`config.mk`:
```
export PLATFORM = sky130hd
export DESIGN_NAME = cdb_arbiter
export DESIGN_NICKNAME = d
export VERILOG_FILES = /design/src/rtl/cdb_arbiter_pkg.sv /design/src/rtl/cdb_fifo.sv /design/src/rtl/cdb_arbiter.sv
export SDC_FILE = /design/constraint.sdc
export NUM_CORES = 1
export LEC_CHECK = 0
export CELL_PAD_IN_SITES_DETAIL_PLACEMENT = 1
export CELL_PAD_IN_SITES_GLOBAL_PLACEMENT = 1
export CORE_ASPECT_RATIO = 1.75
export CORE_MARGIN = 5
export CORE_UTILIZATION = 40
export CTS_BUF_LIST = sky130_fd_sc_hd__clkbuf_4
export DETAILED_ROUTE_END_ITERATION = 16
export DONT_BUFFER_PORTS = 1
export PLACE_DENSITY = 0.62
export SYNTH_ARGS = -nofsm -noshare
export SYNTH_HDL_FRONTEND = slang
export SYNTH_SLANG_ARGS = --single-unit
```
`constraint.sdc`:
```
create_clock -name clk -period 6.53 [get_ports clk]
set_input_delay 1.306 -clock clk [delete_from_list [all_inputs] [get_ports clk]]
set_output_delay 1.306 -clock clk [all_outputs]
set_load 0.03 [all_outputs]
```
`src/rtl/cdb_arbiter_pkg.sv`:
```
// Shared widths and source encoding for the common data bus arbiter.
// Entry-width helpers keep the FIFO packing in one place.
package cdb_arbiter_pkg;

    localparam int CDB_DAT_W   = 32;
    localparam int CDB_ROB_BIT = 4;
    localparam int CDB_DEPTH   = 2;

    typedef enum logic {
        SRC_ALU = 1'b0,
        SRC_LSB = 1'b1
    } cdb_src_e;

    function automatic int alu_ent_w(input int dw, input int rb);
        return rb + 2 * dw + 1;
    endfunction

    function automatic int lsb_ent_w(input int dw, input int rb);
        return rb + dw;
    endfunction

endpackage

```
`src/rtl/cdb_fifo.sv`:
```
// Small per-source result FIFO with flush and same-cycle bypass support.
// A pop of an empty FIFO consumes the incoming push without storing it.
module cdb_fifo #(
    parameter int WIDTH = 8,
    parameter int DEPTH = 2
) (
    input  logic                     clk,
    input  logic                     rst,
    input  logic                     en,
    input  logic                     push,
    input  logic                     pop,
    input  logic                     flush,
    input  logic [WIDTH-1:0]         wdata,
    output logic [WIDTH-1:0]         rdata,
    output logic [$clog2(DEPTH):0]   count,
    output logic                     full,
    output logic                     empty
);

    localparam int AW = $clog2(DEPTH);
    localparam int CW = AW + 1;
    localparam logic [CW-1:0] CAP = CW'(DEPTH);

    logic [WIDTH-1:0] mem [DEPTH];
    logic [AW-1:0]    wp;
    logic [AW-1:0]    rp;
    logic             wr;
    logic             rd;

    assign empty = (count == '0);
    assign full  = (count == CAP);
    assign wr    = push && !(empty && pop);
    assign rd    = pop && !empty;
    assign rdata = mem[rp];

    always_ff @(posedge clk or negedge rst) begin
        if (!rst) begin
            wp    <= '0;
            rp    <= '0;
            count <= '0;
        end else if (en) begin
            if (flush) begin
                wp    <= '0;
                rp    <= '0;
                count <= '0;
            end else begin
                if (wr) wp <= wp + 1'b1;
                if (rd) rp <= rp + 1'b1;
                count <= count + CW'(wr) - CW'(rd);
            end
        end
    end

    always_ff @(posedge clk) begin
        if (en && !flush && wr) mem[wp] <= wdata;
    end

endmodule

```
`src/rtl/cdb_arbiter.sv`:
```
// Round-robin sharing of the registered CDB between ALU and LSB results.
// Mispredict flush drops everything queued and re-arms ALU priority.
module cdb_arbiter
    import cdb_arbiter_pkg::*;
#(
    parameter int DAT_W   = CDB_DAT_W,
    parameter int ROB_BIT = CDB_ROB_BIT,
    parameter int DEPTH   = CDB_DEPTH
) (
    input  logic               clk,
    input  logic               rst,
    input  logic               en,
    input  logic               alu_en_i,
    input  logic [ROB_BIT-1:0] alu_q_i,
    input  logic [DAT_W-1:0]   alu_v_i,
    input  logic               alu_cbr_i,
    input  logic [DAT_W-1:0]   alu_cbt_i,
    output logic               alu_rdy_o,
    input  logic               lsb_en_i,
    input  logic [ROB_BIT-1:0] lsb_q_i,
    input  logic [DAT_W-1:0]   lsb_v_i,
    output logic               lsb_rdy_o,
    input  logic               br_flag,
    output logic               cdb_en_o,
    output logic [ROB_BIT-1:0] cdb_q_o,
    output logic [DAT_W-1:0]   cdb_v_o,
    output logic               cdb_cbr_o,
    output logic [DAT_W-1:0]   cdb_cbt_o,
    output logic               cdb_src_o
);

    localparam int AEW = alu_ent_w(DAT_W, ROB_BIT);
    localparam int LEW = lsb_ent_w(DAT_W, ROB_BIT);
    localparam int CW  = $clog2(DEPTH) + 1;

    logic            live;
    logic            alu_push, lsb_push;
    logic            alu_avail, lsb_avail;
    logic            gnt_alu, gnt_lsb;
    logic            alu_full, lsb_full;
    logic            alu_empty, lsb_empty;
    logic [CW-1:0]   alu_cnt, lsb_cnt;
    logic [AEW-1:0]  alu_wd, alu_rd, alu_head;
    logic [LEW-1:0]  lsb_wd, lsb_rd, lsb_head;
    cdb_src_e        rr;

    logic [ROB_BIT-1:0] ah_q, lh_q;
    logic [DAT_W-1:0]   ah_v, ah_cbt, lh_v;
    logic               ah_cbr;

    assign live      = en && !br_flag;
    assign alu_rdy_o = !alu_full;
    assign lsb_rdy_o = !lsb_full;
    assign alu_push  = live && alu_en_i && alu_rdy_o;
    assign lsb_push  = live && lsb_en_i && lsb_rdy_o;

    assign alu_wd = {alu_q_i, alu_v_i, alu_cbr_i, alu_cbt_i};
    assign lsb_wd = {lsb_q_i, lsb_v_i};

    // Empty FIFO forwards the incoming entry so it can win this cycle.
    assign alu_head  = alu_empty ? alu_wd : alu_rd;
    assign lsb_head  = lsb_empty ? lsb_wd : lsb_rd;
    assign alu_avail = (alu_cnt != '0) || alu_push;
    assign lsb_avail = (lsb_cnt != '0) || lsb_push;

    assign {ah_q, ah_v, ah_cbr, ah_cbt} = alu_head;
    assign {lh_q, lh_v}                 = lsb_head;

    always_comb begin
        gnt_alu = 1'b0;
        gnt_lsb = 1'b0;
        if (live) begin
            if (alu_avail && lsb_avail) begin
                gnt_alu = (rr == SRC_ALU);
                gnt_lsb = (rr == SRC_LSB);
            end else begin
                gnt_alu = alu_avail;
                gnt_lsb = lsb_avail;
            end
        end
    end

    cdb_fifo #(.WIDTH(AEW), .DEPTH(DEPTH)) u_alu_fifo (
        .clk   (clk),
        .rst   (rst),
        .en    (en),
        .push  (alu_push),
        .pop   (gnt_alu),
        .flush (br_flag),
        .wdata (alu_wd),
        .rdata (alu_rd),
        .count (alu_cnt),
        .full  (alu_full),
        .empty (alu_empty)
    );

    cdb_fifo #(.WIDTH(LEW), .DEPTH(DEPTH)) u_lsb_fifo (
        .clk   (clk),
        .rst   (rst),
        .en    (en),
        .push  (lsb_push),
        .pop   (gnt_lsb),
        .flush (br_flag),
        .wdata (lsb_wd),
        .rdata (lsb_rd),
        .count (lsb_cnt),
        .full  (lsb_full),
        .empty (lsb_empty)
    );

    // rr names the source that wins the next tie.
    always_ff @(posedge clk or negedge rst) begin
        if (!rst) begin
            rr        <= SRC_ALU;
            cdb_en_o  <= 1'b0;
            cdb_q_o   <= '0;
            cdb_v_o   <= '0;
            cdb_cbr_o <= 1'b0;
            cdb_cbt_o <= '0;
            cdb_src_o <= SRC_ALU;
        end else if (en) begin
            if (br_flag) begin
                rr       <= SRC_ALU;
                cdb_en_o <= 1'b0;
            end else if (gnt_alu) begin
                rr        <= SRC_LSB;
                cdb_en_o  <= 1'b1;
                cdb_q_o   <= ah_q;
                cdb_v_o   <= ah_v;
                cdb_cbr_o <= ah_cbr;
                cdb_cbt_o <= ah_cbt;
                cdb_src_o <= SRC_ALU;
            end else if (gnt_lsb) begin
                rr        <= SRC_ALU;
                cdb_en_o  <= 1'b1;
                cdb_q_o   <= lh_q;
                cdb_v_o   <= lh_v;
                cdb_cbr_o <= 1'b0;
                cdb_cbt_o <= '0;
                cdb_src_o <= SRC_LSB;
            end else begin
                cdb_en_o <= 1'b0;
            end
        end
    end

endmodule

```
# Word level (Yosys, flattened, before mapping)

Memory sizes are Yosys's and may differ from the RTL's.
Cells that the tools add are included.

Bitwise gates (word level): 2
Mux-type cells: 35
Eq/ne operators: 2
$add $sub $neg: 8
Reductions and logical operators: 39

Operator list:

| cell                | count |
|---|---|
| $mux 32             | 4 |
| $mux 69             | 1 |
| $mux 36             | 1 |
| $mux 1              | 25 |
| $logic_and 1x1->1   | 14 |
| $reduce_bool 2->1   | 7 |
| $reduce_and 2->1    | 5 |
| $mux 4              | 2 |
| $logic_not 1->1     | 7 |
| $add 1x1->1 const B | 4 |
| $add 2x1->2         | 2 |
| $eq 2x2->1 const B  | 2 |
| $logic_not 2->1     | 2 |
| $mux 2              | 2 |
| $sub 2x1->2         | 2 |
| $reduce_and 3->1    | 1 |
| $reduce_bool 3->1   | 1 |
| $logic_or 1x1->1    | 2 |
| $not 1->1           | 2 |

Logic and storage cells: 101
Memories: 2
Output and inout bits: 73
Input bits: 111
Register bits: 80
Memory bits (writable): 210

Memory list:

| name           | words | bits a word | rd ports | clocked after Yosys merged registers in | write ports | line           | RTL |
|---|---|---|---|---|---|---|---|
| u_alu_fifo.mem | 2     | 69          | 1        | 0                                       | 1           | cdb_fifo.sv:24 | `logic [WIDTH-1:0] mem [DEPTH];` |
| u_lsb_fifo.mem | 2     | 36          | 1        | 0                                       | 1           | cdb_fifo.sv:24 |  |

# Depth between registers and ports, before layout

Gate-level depths: netlist (run 1).

Depth in word-level cells: 14
Depth in mapped cells: 13
Mapped depth without buffers: 11

# Hierarchy

From an unflattened synthesis (run 1), not the netlist that was laid out.

Cell total of the unflattened synthesis: 801
Area, all modules: 12990.0 um2

By module, submodules not included:

| module                | instances | cells an instance | sequential area each (um2) | area each (um2) |
|---|---|---|---|---|
| cdb_fifo (u_alu_fifo) | 1         | 246               | 4244.1                     | 5238.8 |
| cdb_arbiter           | 1         | 412               | 1801.7                     | 4884.7 |
| cdb_fifo (u_lsb_fifo) | 1         | 143               | 2262.2                     | 2866.5 |

# Worst setup path after synthesis (run 1)

No wires, ideal clock.

Path kind: input-to-reg
Start point: in lsb_en_i
End point: mem u_alu_fifo.mem[0][0] (netlist bit), enable pin
Stages on the path: 4
Buffers on the path: 1
Data required time: 6032 ps
Path slack: 1153 ps
Setup time: 498 ps
Data arrival time: 4879 ps
Path through: o31a_1 > clkbuf_1 > o2111ai_1 > nor2_1

Longest elaborated chain between the ends: 12

Ends and longest elaborated chain:

| element                        | line              | RTL |
|---|---|---|
| from (decl)                    | cdb_arbiter.sv:19 | `input logic lsb_en_i,` |
| $logic_and 1x1->1 (2 in a row) | cdb_arbiter.sv:55 | `assign lsb_push = live && lsb_en_i && lsb_rdy_o;` |
| $logic_or 1x1->1               | cdb_arbiter.sv:64 | `assign lsb_avail = (lsb_cnt != '0) \|\| lsb_push;` |
| $logic_and 1x1->1              | cdb_arbiter.sv:73 | `if (alu_avail && lsb_avail) begin` |
| $mux 1                         | cdb_arbiter.sv:73 |  |
| $mux 1                         | cdb_arbiter.sv:72 | `if (live) begin` |
| $logic_and 1x1->1              | cdb_fifo.sv:32    | `assign wr = push && !(empty && pop);` |
| $logic_not 1->1                | cdb_fifo.sv:32    |  |
| $logic_and 1x1->1              | cdb_fifo.sv:32    |  |
| $logic_and 1x1->1              | cdb_fifo.sv:55    | `if (en && !flush && wr) mem[wp] <= wdata;` |
| $mux 1                         | cdb_fifo.sv:55    |  |
| $mux 1 (implied by the code)   | cdb_fifo.sv:55    |  |
| to (decl)                      | cdb_fifo.sv:24    |  |

Every way passes these cells.

# Worst setup path after layout (run 1)

Start point: reg u_lsb_fifo.count[1]
End point: reg u_alu_fifo.count[1]

Longest elaborated chain between the ends: 13
Elaborated cells on any way between the ends: 15
Those cells by class: add/sub: 2; eq/ne: 1; mux: 3; reduce/logical: 9

Ends and longest elaborated chain:

| element                | line              | RTL |
|---|---|---|
| from (decl)            | cdb_fifo.sv:15    | `output logic [$clog2(DEPTH):0] count,` |
| from (signal assigned) | cdb_fifo.sv:49    | `count <= count + CW'(wr) - CW'(rd);` |
| $eq 2x2->1             | cdb_fifo.sv:31    | `assign full = (count == CAP);` |
| $logic_not 1->1        | cdb_arbiter.sv:53 | `assign lsb_rdy_o = !lsb_full;` |
| $logic_and 1x1->1      | cdb_arbiter.sv:55 |  |
| $logic_or 1x1->1 (*)   | cdb_arbiter.sv:64 |  |
| $logic_and 1x1->1 (*)  | cdb_arbiter.sv:73 |  |
| $mux 1 (*)             | cdb_arbiter.sv:73 |  |
| $mux 1 (*)             | cdb_arbiter.sv:72 |  |
| $logic_and 1x1->1      | cdb_fifo.sv:32    |  |
| $logic_not 1->1        | cdb_fifo.sv:32    |  |
| $logic_and 1x1->1      | cdb_fifo.sv:32    |  |
| $add 2x1->2            | cdb_fifo.sv:49    |  |
| $sub 2x1->2 (*)        | cdb_fifo.sv:49    |  |
| $mux 2 (*)             | cdb_fifo.sv:42    | `if (flush) begin` |
| to (signal assigned)   | cdb_fifo.sv:49    |  |
| to (decl)              | cdb_fifo.sv:15    |  |

Mark *: on every way between the ends. The rest lies on a longest branch, timed or not.
A chain may end at the register's enable or synchronous reset.

==> insert_results.sql, run 1 <==
INSERT INTO impl_metrics (metric_group, metric, value, unit) VALUES
('clock_tree', 'clk-insertion-delay-late', '720', 'ps'),
('clock_tree', 'post_cts_hold_buffer_count', '0', ''),
('pwr', 'total_power', '0.00549', 'W'),
('yosys', 'synth_enable_flop_cells', '210', ''),
('final_layout', 'num-fill-cells', '3033', ''),
('sta', 'timing.final.crit_share', '0.647', ''),
('global_route', 'grt_start_max_net_pins', '81', ''),
('die', 'design.die.area', '33400', 'um^2'),
('yosys', 'yosys_warnings', '0', ''),
('die', 'die_x', '140', 'um'),
('placed_design', 'gp_congestion', '0.775', ''),
('route', 'drt-pass1-iter-count', '4', ''),
('sta', 'fin_hold_ws', '290', 'ps'),
('yosys', 'syn_inst', '830', ''),
('final_layout', 'stdcell_count', '1290', ''),
('die', 'core_region_area', '29300', 'um^2'),
('setup_path', 'worst_setup_path_end_kind', 'register', ''),
('sta', 'timing_worst_slew_pin_value', '1350', 'ps'),
('setup_path', 'critical_path.slowest_cell', 'sky130_fd_sc_hd__dfrtp_1', ''),
('sta', 'drv_slew', '0', ''),
('global_route', 'global_route_wire_length_before_repair', '48300', 'um'),
('setup_path', 'reg_to_reg_slack_setup', '2300', 'ps'),
('clock_tree', 'clock_tree_from_tritoncts', 'built', ''),
('yosys', 'syn-num-nets', '945', ''),
('route', 'route.detailed.drc', '0', ''),
('die', 'design.portCount', '184', ''),
('yosys', 'synth_flop_cell', 'sky130_fd_sc_hd__edfxtp_1', ''),
('clock_tree', 'clk_transition_reported_paths', '80', 'ps'),
('pwr', 'p_leak', '4.41', 'nW'),
('pwr', 'power.ir.vdd_worst', '0.204', 'mV'),
('setup_path', 'cp.required', '7170', 'ps'),
('sta', 'achievable-frequency', '237', 'MHz'),
('final_layout', 'flow.area_growth_from_synthesis', '10.6', '%'),
('yosys', 'netlist_area', '11900', 'um^2'),
('yosys', 'ys_seq_area_frac', '0.700', ''),
('yosys', 'synth.most_common_cell', 'sky130_fd_sc_hd__edfxtp_1', ''),
('setup_path', 'timing.critical_path.cells', 'o31a_1, nor2_1, o21ai_2, buf_4, inv_1, ha_1, inv_1, ha_1, xnor2_1, nor3b_1, a21oi_1, o22ai_1', ''),
('sta', 'rsz0062_at_grt', 'no', ''),
('setup_path', 'crit_path_max_fanout', '34', ''),
('die', 'placement_rows', '83', ''),
('global_route', 'first_global_vias', '8252', ''),
('die', 'dieHeight', '238', 'um'),
('setup_path', 'worstReg2RegStart', 'u_lsb_fifo.count[1]', ''),
('sta', 'timing.clock.skew', '31.2', 'ps'),
('clock_tree', 'cts-buffers-inserted', '70', ''),
('placed_design', 'io_buffers', '0', ''),
('final_layout', 'multiInputGateArea', '3260', 'um^2'),
('clock_tree', 'post-cts-setup-buffer-count', '0', ''),
('yosys', 'synth_top_area_cell', 'sky130_fd_sc_hd__edfxtp_1', ''),
('setup_path', 'r2r.worst_path.cells', '12', ''),
('placed_design', 'place.detailed.hpwl', '20500', 'um'),
('clock_tree', 'post_cts_resize_count', '0', ''),
('route', 'detailroute.via_count', '7272', ''),
('route', 'finalWirelength', '31600', 'um'),
('final_layout', 'final-seq-area', '8310', 'um^2'),
('clock_tree', 'clock_tree.buffer_depth', '3', ''),
('yosys', 'post-synth-top-area-fraction', '0.531', ''),
('clock_tree', 'clock_sinks', '290', ''),
('run_status', 'outcome', 'finished clean', ''),
('die', 'initial_core_utilization', '0.405', ''),
('yosys', 'synth_common_cells', '210 x sky130_fd_sc_hd__edfxtp_1, 104 x sky130_fd_sc_hd__mux2i_1, 80 x sky130_fd_sc_hd__dfrtp_1, 60 x sky130_fd_sc_hd__o21ai_0, 44 x sky130_fd_sc_hd__clkbuf_1', ''),
('setup_path', 'path_buf_inv', '3', ''),
('route', 'route.detailed.wl_per_inst', '24.5', 'um'),
('final_layout', 'fin_nets', '964', ''),
('setup_path', 'endpoint_of_the_worst_register_to_register_path', 'u_alu_fifo.count[1]', ''),
('hold_path', 'hold_path_class', 'primary input to async pin', ''),
('yosys', 'synth-seq-cells', '290', ''),
('sta', 'report.final.setup_viol', '0', ''),
('global_route', 'track_usage', '0.189', ''),
('placed_design', 'number_of_placed_instances_with_taps_included', '1159', ''),
('pwr', 'powerDensity', '419', 'nW/um^2');
## worst reg2reg max path: stages, from the launching register on
cell	delay [ps]
sky130_fd_sc_hd__dfrtp_1	990
sky130_fd_sc_hd__o31a_1	870
sky130_fd_sc_hd__nor2_1	580
sky130_fd_sc_hd__o21ai_2	170
sky130_fd_sc_hd__buf_4	340
sky130_fd_sc_hd__inv_1	150
sky130_fd_sc_hd__ha_1	300
sky130_fd_sc_hd__inv_1	40
sky130_fd_sc_hd__ha_1	180
sky130_fd_sc_hd__xnor2_1	140
sky130_fd_sc_hd__nor3b_1	210
sky130_fd_sc_hd__a21oi_1	60
sky130_fd_sc_hd__o22ai_1	130
## area by class of cell
cell class              count  share of cell area
flip-flops and latches    290               0.633
inverters                  14             0.00400
well taps                 382              0.0364
multi-input cells         461               0.248
clock buffers             110              0.0629
repair buffers             12             0.00686
clock inverters            19             0.00772
diodes                      2            0.000381
## report_power, final
group	leakage, nW	internal [W]	total, W	switching, W
combinational	0.962	0.000419	0.00101	0.000589
sequential	2.88	0.00225	0.00295	0.000703
clock	0.564	0.000808	0.00154	0.000728
## per-stage QoR
stage | setup slack (ps) | utilization | area (um^2)
CTS | 2290 | 0.448 | 13100
floorplan | 1150 | - | 11900
global placement | 2040 | 0.416 | 12200
global route | 1970 | 0.448 | 13100
finish | 2300 | 0.448 | 13100
detailed placement | 1860 | 0.416 | 12200
## cells by family after synthesis
| logic type | Yosys count | synth area share |
|---|---|---|
| multiplexers | 105 | 0.0886 |
| flip-flops | 290 | 0.700 |
| AO/OA/AOI/OAI | 198 | 0.111 |
| AND/OR/NAND/NOR | 150 | 0.0642 |
| adder cells (fa/ha/maj) | 4 | 0.00422 |
| buffers and inverters | 79 | 0.0289 |
| XOR/XNOR | 4 | 0.00295 |
## worst max-delay path by stage
stage                                    from                    to  cells after the start
after global routing      u_lsb_fifo.count[1]   u_alu_fifo.count[1]                     12
after floorplan                      lsb_en_i  u_alu_fifo.mem[0][0]                      4
after global placement                br_flag   u_alu_fifo.count[1]                     12
after CTS                 u_lsb_fifo.count[1]   u_alu_fifo.count[1]                     12
final                     u_lsb_fifo.count[1]   u_alu_fifo.count[1]                     12
after detailed placement              br_flag   u_alu_fifo.count[1]                     12
## state kept, by name (all words and copies together), names as in the netlist, 2 cells and up
register	flops
cdb_cbt_o	32
cdb_q_o	4
cdb_v_o	32
u_alu_fifo.count	2
u_alu_fifo.mem	138
u_lsb_fifo.count	2
u_lsb_fifo.mem	72
## cell usage in the layout (no fill, tap or decap), types with 17 or more instances in the layout
| cell type | Yosys | layout |
|---|---|---|
| sky130_fd_sc_hd__a21oi_1 | 24 | 23 |
| sky130_fd_sc_hd__o21ai_0 | 60 | 60 |
| sky130_fd_sc_hd__a31oi_1 | 18 | 18 |
| sky130_fd_sc_hd__nor2_1 | 42 | 39 |
| sky130_fd_sc_hd__clkbuf_4 | 0 | 110 |
| sky130_fd_sc_hd__dfrtp_1 | 80 | 78 |
| sky130_fd_sc_hd__nor4b_1 | 17 | 17 |
| sky130_fd_sc_hd__o211ai_1 | 18 | 18 |
| sky130_fd_sc_hd__nand2_1 | 40 | 40 |
| sky130_fd_sc_hd__nor4_1 | 18 | 18 |
| sky130_fd_sc_hd__mux2i_1 | 104 | 104 |
| sky130_fd_sc_hd__nor3_1 | 20 | 20 |
| sky130_fd_sc_hd__edfxtp_1 | 210 | 210 |
| sky130_fd_sc_hd__a22oi_1 | 35 | 35 |
## per-layer routing
metal,share of wire,track usage
met1,0.34,0.182
met4,0.024,0.0779
met2,0.56,0.350
met3,0.082,0.0766
met5,0.00038,0
Power figures use the tool's default switching activity.
==> inputs of run 2 (changes only) <==
--- a/config.mk
+++ b/config.mk
@@ -13,7 +13,7 @@
 export CTS_BUF_LIST = sky130_fd_sc_hd__clkbuf_4
 export DETAILED_ROUTE_END_ITERATION = 16
 export DONT_BUFFER_PORTS = 1
-export PLACE_DENSITY = 0.62
+export PLACE_DENSITY = 0.65
 export SYNTH_ARGS = -nofsm -noshare
 export SYNTH_HDL_FRONTEND = slang
 export SYNTH_SLANG_ARGS = --single-unit
==> constraint.sdc (replaced) <==
create_clock -name clk -period 3.85 [get_ports clk]
set_input_delay 0.77 -clock clk [delete_from_list [all_inputs] [get_ports clk]]
set_output_delay 0.77 -clock clk [all_outputs]
set_load 0.03 [all_outputs]
==> insert_results.sql, run 2 (synthesized netlist as in run 1, its figures left out) <==
INSERT INTO impl_metrics (metric_group, metric, value, unit) VALUES
('hold_path', 'hold_path_class', 'primary input to register', ''),
('sta', 'timing.clock.skew', '36.6', 'ps'),
('die', 'design.portCount', '184', ''),
('sta', 'max_slew_margin', '0.299', ''),
('final_layout', 'flow.area_growth_from_synthesis', '12.3', '%'),
('clock_tree', 'clk-insertion-delay-late', '730', 'ps'),
('setup_path', 'critPathArrivalTime', '3320', 'ps'),
('setup_path', 'endpoint_of_the_worst_register_to_register_path', 'u_alu_fifo.mem[1][22]', ''),
('global_route', 'grt_overflow', '0', ''),
('route', 'detail-route-antenna-nets', '0', ''),
('route', 'route.detailed.wl_per_inst', '25.0', 'um'),
('clock_tree', 'clock_sinks', '290', ''),
('setup_path', 'crit_type', 'register to register', ''),
('setup_path', 'worstReg2RegStart', 'u_alu_fifo.count[0]', ''),
('setup_path', 'critical_path.top_delay_family', 'buffers and inverters', ''),
('route', 'finalWirelength', '32500', 'um'),
('global_route', 'track_usage', '0.195', ''),
('run_status', 'outcome', 'finished clean', ''),
('sta', 'final_critical_path_setup_slack', '868', 'ps'),
('sta', 'timing.final.hold_violations', '0', ''),
('sta', 'report.final.setup_viol', '0', ''),
('route', 'route.detailed.drc', '0', ''),
('setup_path', 'timing.critical_path.cells', 'buf_4, o2111ai_1, nor2_4, buf_4', ''),
('die', 'die_x', '140', 'um'),
('placed_design', 'pre_cts_ws', '670', 'ps'),
('pwr', 'p_leak', '4.51', 'nW'),
('clock_tree', 'post_cts_resize_count', '0', ''),
('setup_path', 'cp_common_cell', 'sky130_fd_sc_hd__buf_4', ''),
('pwr', 'power.ir.vdd_worst', '0.331', 'mV'),
('placed_design', 'number_of_placed_instances_with_taps_included', '1170', ''),
('setup_path', 'cp.required', '4190', 'ps'),
('hold_path', 'hold_path_depth', '0', ''),
('route', 'drt-vias-per-instance', '5.59', ''),
('sta', 'achievable-frequency', '335', 'MHz'),
('sta', 'tns', '0', 'ps'),
('setup_path', 'reg_to_reg_slack_setup', '870', 'ps'),
('clock_tree', 'root_buffer', 'sky130_fd_sc_hd__clkbuf_4', ''),
('route', 'detailroute.via_count', '7279', ''),
('global_route', 'global_route_wire_length_before_repair', '49700', 'um'),
('clock_tree', 'post-cts-setup-buffer-count', '0', ''),
('route', 'drt_iter0_markers', '250', ''),
('clock_tree', 'clk_transition_reported_paths', '70', 'ps'),
('die', 'initial_core_utilization', '0.405', ''),
('global_route', 'first_global_vias', '8498', ''),
('placed_design', 'placed_area', '12300', 'um^2'),
('clock_tree', 'htreeDepth', '3', ''),
('setup_path', 'slowest_delay', '830', 'ps'),
('final_layout', 'registers.top_by_ff_count', 'u_alu_fifo.mem', ''),
('sta', 'timing.final.crit_share', '0.775', ''),
('sta', 'rsz0062_at_grt', 'no', ''),
('global_route', 'grt_start_max_net_pins', '81', ''),
('final_layout', 'reg_top3', 'u_alu_fifo.mem (138), u_lsb_fifo.mem (72)', ''),
('global_route', 'antenna_found_initial', '1', ''),
('die', 'core_region_area', '29300', 'um^2'),
('final_layout', 'drive_gt1_frac', '0.185', ''),
('die', 'dieHeight', '238', 'um'),
('placed_design', 'gp_congestion', '0.784', ''),
('setup_path', 'worst_setup_path_end_kind', 'register', ''),
('clock_tree', 'post_cts_hold_buffer_count', '2', ''),
('hold_path', 'worstHoldStart', 'alu_v_i[6]', ''),
('final_layout', 'stdcell_count', '1301', ''),
('final_layout', 'fin_nets', '977', ''),
('final_layout', 'layout.cells.most_common_list', '210 x sky130_fd_sc_hd__edfxtp_1, 110 x sky130_fd_sc_hd__clkbuf_4, 104 x sky130_fd_sc_hd__mux2i_1', ''),
('clock_tree', 'cts-buffers-inserted', '70', ''),
('setup_path', 'critical_path.slowest_cell', 'sky130_fd_sc_hd__nor2_4', ''),
('die', 'placement_rows', '83', ''),
('setup_path', 'crit_path_max_fanout', '40', ''),
('setup_path', 'path_buf_inv', '2', ''),
('placed_design', 'place.detailed.hpwl', '20700', 'um'),
('hold_path', 'min_delay_worst_endpoint', 'u_alu_fifo.mem[0][39]', ''),
('final_layout', 'mostFrequentLayoutCell', 'sky130_fd_sc_hd__edfxtp_1', ''),
('setup_path', 'crit_path_start_kind', 'register', ''),
('route', 'drt-pass1-iter-count', '4', ''),
('sta', 'drv_slew', '0', ''),
('sta', 'timing_worst_slew_pin_value', '1050', 'ps'),
('final_layout', 'largest_register_ffs', '138', ''),
('final_layout', 'finalInstanceArea', '13300', 'um^2'),
('clock_tree', 'clock_tree_from_tritoncts', 'built', ''),
('sta', 'post-route-min-period', '2980', 'ps'),
('setup_path', 'r2r.worst_path.cells', '4', ''),
('sta', 'fin_hold_ws', '130', 'ps'),
('die', 'design.die.area', '33400', 'um^2'),
('placed_design', 'io_buffers', '0', ''),
('clock_tree', 'clock_tree.buffer_depth', '3', ''),
('pwr', 'powerDensity', '715', 'nW/um^2'),
('job', 'drv_cap', '0', '');
## run 2: area by class of cell
class	instances	area, um^2
flip-flops and latches	290	8310
diodes	1	2.50
fillers	3056	16000
repair buffers	25	235
inverters	14	52.6
clock inverters	18	154
well taps	382	478
multi-input cells	461	3270
clock buffers	110	826
## run 2: power by group
group / total, W / internal (W) / leakage [nW] / switching, W
registers: 0.00504 / 0.00381 / 2.88 / 0.00123
clock network: 0.00273 / 0.00150 / 0.586 / 0.00123
logic: 0.00176 / 0.000748 / 1.05 / 0.00102
total: 0.00954 / 0.00606 / 4.51 / 0.00348
## run 2: stage by stage
stage / utilization / power [W]
after floorplan: - / 0.00626
after global placement: 0.420 / 0.00678
after detailed placement: 0.420 / 0.00688
after CTS: 0.455 / 0.00970
after global routing: 0.455 / 0.0101
final: 0.455 / 0.00954
## run 2: routing by layer
layer  vias up  GRT usage  part of all wire  wire length [um]
met1      3682      0.189              0.34             11000
met4         0     0.0940             0.034              1110
met5         -          0                 0                 0
li1       3324          -                 -                 -
met3        56     0.0666             0.072              2350
met2       217      0.364              0.56             18100
## run 2: how the worst max path moves through the flow
stage                     cells past startpoint  slack, ps               endpoint                 from
final                                         4        870  u_alu_fifo.mem[1][22]  u_alu_fifo.count[0]
after global routing                          4        670  u_alu_fifo.mem[1][62]  u_alu_fifo.count[0]
after CTS                                     4        800  u_alu_fifo.mem[1][30]  u_alu_fifo.count[0]
after detailed placement                      4        670  u_alu_fifo.mem[1][25]                   en
after global placement                        4        760  u_alu_fifo.mem[1][53]                   en
after floorplan                               4        140   u_alu_fifo.mem[0][0]             lsb_en_i
==> inputs of run 3 (changes only) <==
--- a/config.mk
+++ b/config.mk
@@ -13,7 +13,7 @@
 export CTS_BUF_LIST = sky130_fd_sc_hd__clkbuf_4
 export DETAILED_ROUTE_END_ITERATION = 16
 export DONT_BUFFER_PORTS = 1
-export PLACE_DENSITY = 0.65
+export PLACE_DENSITY = 0.62
 export SYNTH_ARGS = -nofsm -noshare
 export SYNTH_HDL_FRONTEND = slang
 export SYNTH_SLANG_ARGS = --single-unit
==> constraint.sdc (replaced) <==
create_clock -name clk -period 2.95 [get_ports clk]
set_input_delay 0.59 -clock clk [delete_from_list [all_inputs] [get_ports clk]]
set_output_delay 0.59 -clock clk [all_outputs]
set_load 0.03 [all_outputs]
==> insert_results.sql, run 3 (synthesized netlist as in run 1, its figures left out) <==
INSERT INTO impl_metrics (metric_group, metric, value, unit) VALUES
('route', 'route.detailed.drc', '0', ''),
('final_layout', 'flow.area_growth_from_synthesis', '22.5', '%'),
('global_route', 'first_global_vias', '9152', ''),
('setup_path', 'cp.required', '2360', 'ps'),
('route', 'detailroute.via_count', '7929', ''),
('final_layout', 'num-fill-cells', '3008', ''),
('setup_path', 'worstReg2RegStart', 'u_lsb_fifo.count[0]', ''),
('clock_tree', 'root_buffer', 'sky130_fd_sc_hd__clkbuf_4', ''),
('sta', 'rsz0062_at_grt', 'no', ''),
('hold_path', 'worstHoldStart', 'alu_v_i[3]', ''),
('sta', 'post-route-min-period', '2430', 'ps'),
('final_layout', 'finalInstanceArea', '14500', 'um^2'),
('sta', 'timing_worst_slew_pin_value', '705', 'ps'),
('placed_design', 'io_buffers', '0', ''),
('global_route', 'track_usage', '0.208', ''),
('global_route', 'antenna_found_initial', '4', ''),
('sta', 'max_slew_margin', '0.530', ''),
('pwr', 'combinational_share_of_power', '0.208', ''),
('die', 'placement_rows', '83', ''),
('placed_design', 'gp_congestion', '0.789', ''),
('clock_tree', 'clk_transition_reported_paths', '70', 'ps'),
('clock_tree', 'cts-buffers-inserted', '71', ''),
('route', 'detail-route-antenna-nets', '0', ''),
('pwr', 'powerDensity', '875', 'nW/um^2'),
('sta', 'report.final.setup_viol', '0', ''),
('route', 'drt-vias-per-instance', '5.57', ''),
('clock_tree', 'clock_tree_from_tritoncts', 'built', ''),
('die', 'design.die.area', '33400', 'um^2'),
('setup_path', 'r2r.worst_path.cells', '11', ''),
('route', 'finalWirelength', '34600', 'um'),
('pwr', 'switch_pwr', '0.00469', 'W'),
('pwr', 'power_share_of_the_sequential_group', '0.511', ''),
('global_route', 'global_route_wire_length_before_repair', '53500', 'um'),
('setup_path', 'crit_type', 'register to primary output', ''),
('clock_tree', 'clock_sinks', '290', ''),
('final_layout', 'registers.top_by_ff_count', 'u_alu_fifo.mem', ''),
('sta', 'achievable-frequency', '411', 'MHz'),
('sta', 'fin_hold_ws', '90.4', 'ps'),
('pwr', 'p_leak', '5.02', 'nW'),
('sta', 'drv_slew', '0', ''),
('setup_path', 'critPathLaunch', 'u_lsb_fifo.count[0]', ''),
('setup_path', 'critPathArrivalTime', '1840', 'ps'),
('die', 'initial_core_utilization', '0.405', ''),
('run_status', 'outcome', 'finished clean', ''),
('placed_design', 'place.detailed.hpwl', '21400', 'um'),
('die', 'design.portCount', '184', ''),
('clock_tree', 'clock_tree.buffer_depth', '3', ''),
('route', 'drt-pass1-iter-count', '5', ''),
('global_route', 'grt_overflow', '0', ''),
('die', 'core_region_area', '29300', 'um^2'),
('route', 'route.detailed.wl_per_inst', '24.3', 'um'),
('placed_design', 'placed_area', '12400', 'um^2'),
('die', 'die_x', '140', 'um'),
('sta', 'timing.clock.skew', '46.2', 'ps'),
('final_layout', 'fin_nets', '1097', ''),
('route', 'drt_iter0_markers', '423', ''),
('hold_path', 'min_delay_worst_endpoint', 'cdb_v_o[3]', ''),
('setup_path', 'worst_setup_path_end_kind', 'primary output', ''),
('die', 'dieHeight', '238', 'um'),
('job', 'drv_cap', '0', ''),
('final_layout', 'largest_register_ffs', '138', ''),
('pwr', 'power.ir.vdd_worst', '0.461', 'mV'),
('clock_tree', 'post-cts-setup-buffer-count', '0', ''),
('clock_tree', 'htreeDepth', '3', ''),
('hold_path', 'hold_path_class', 'primary input to register', ''),
('sta', 'timing.final.crit_share', '0.825', ''),
('setup_path', 'crit_path_start_kind', 'register', ''),
('clock_tree', 'clk-insertion-delay-late', '730', 'ps'),
('final_layout', 'reg_top3', 'u_alu_fifo.mem (138), u_lsb_fifo.mem (72)', ''),
('setup_path', 'endpoint_of_the_worst_register_to_register_path', 'u_lsb_fifo.count[1]', ''),
('final_layout', 'layout.cells.most_common_list', '210 x sky130_fd_sc_hd__edfxtp_1, 109 x sky130_fd_sc_hd__clkbuf_4, 109 x sky130_fd_sc_hd__dlygate4sd3_1', ''),
('global_route', 'grt_start_max_net_pins', '81', ''),
('final_layout', 'drive_gt1_frac', '0.171', ''),
('hold_path', 'hold_path_depth', '2', ''),
('setup_path', 'reg_to_reg_slack_setup', '590', 'ps'),
('final_layout', 'mostFrequentLayoutCell', 'sky130_fd_sc_hd__edfxtp_1', ''),
('setup_path', 'crit_path_max_fanout', '23', ''),
('sta', 'timing.final.hold_violations', '0', ''),
('pwr', 'p_int', '0.00804', 'W'),
('pwr', 'netSwitchingFraction', '0.368', ''),
('pwr', 'p_clk_frac', '0.282', '');
[run 3: cell count changes in the layout (fill, tap and decap cells not counted), sizes merged]
cell         change
inv              -1
buf             +11
diode            +3
clkinv           +3
clkbuf           -1
dlygate4sd3    +108
[run 3: power by group through the flow]
stage	clock, W	combinational, W	sequential [W]
floorplan	0	0.00192	0.00626
global placement	0	0.00232	0.00658
detailed placement	0	0.00244	0.00661
CTS	0.00372	0.00265	0.00652
global route	0.00399	0.00289	0.00657
finish	0.00359	0.00264	0.00650
[run 3: layout make-up]
cell class / instances / area, um^2 / area share
inverters: 14 / 52.6 / 0.00361
clock buffers: 109 / 818 / 0.0563
flip-flops and latches: 290 / 8310 / 0.572
clock inverters: 20 / 159 / 0.0109
repair buffers: 144 / 1450 / 0.0996
multi-input cells: 461 / 3260 / 0.224
diodes: 4 / 10.0 / 0.000688
well taps: 382 / 478 / 0.0329
[run 3: stage by stage]
| step | cells | total power, W | utilization | setup WS, ps | setup TNS (ps) |
|---|---|---|---|---|---|
| 6_report | 1424 | 0.0127 | 0.497 | 515 | 0 |
| 5_1_grt | 1424 | 0.0134 | 0.497 | 382 | 0 |
| 4_1_cts | 1420 | 0.0129 | 0.496 | 395 | 0 |
| 3_5_place_dp | 1181 | 0.00905 | 0.425 | 480 | 0 |
| 3_3_place_gp | 1181 | 0.00890 | 0.425 | 529 | 0 |
| 2_1_floorplan | 830 | 0.00818 | - | -576 | -78550 |
[run 3: worst max-delay path: stages (launching register included)]
cell and delay, ps:
sky130_fd_sc_hd__dfrtp_1 360, sky130_fd_sc_hd__buf_4 300, sky130_fd_sc_hd__inv_1 150, sky130_fd_sc_hd__nand2_1 330
[run 3: per-layer routing]
layer | wire [um] | global-route usage | vias to the layer above
met5 | 0 | 0 | -
met4 | 1360 | 0.0976 | 0
met3 | 2320 | 0.0648 | 84
met2 | 18500 | 0.371 | 283
met1 | 12400 | 0.223 | 4005
li1 | - | - | 3557
[run 3: how the worst max path moves through the flow]
stage	to
after floorplan	u_alu_fifo.mem[0][0]
after global placement	cdb_v_o[4]
after detailed placement	cdb_v_o[4]
after CTS	lsb_rdy_o
after global routing	lsb_rdy_o
final	lsb_rdy_o
[run 3: timing repair]
item,CTS,global route
gates resized for setup,0,0
endpoints found under the setup margin,0,0
hold buffers,110,0
hold endpoints to repair,343,0
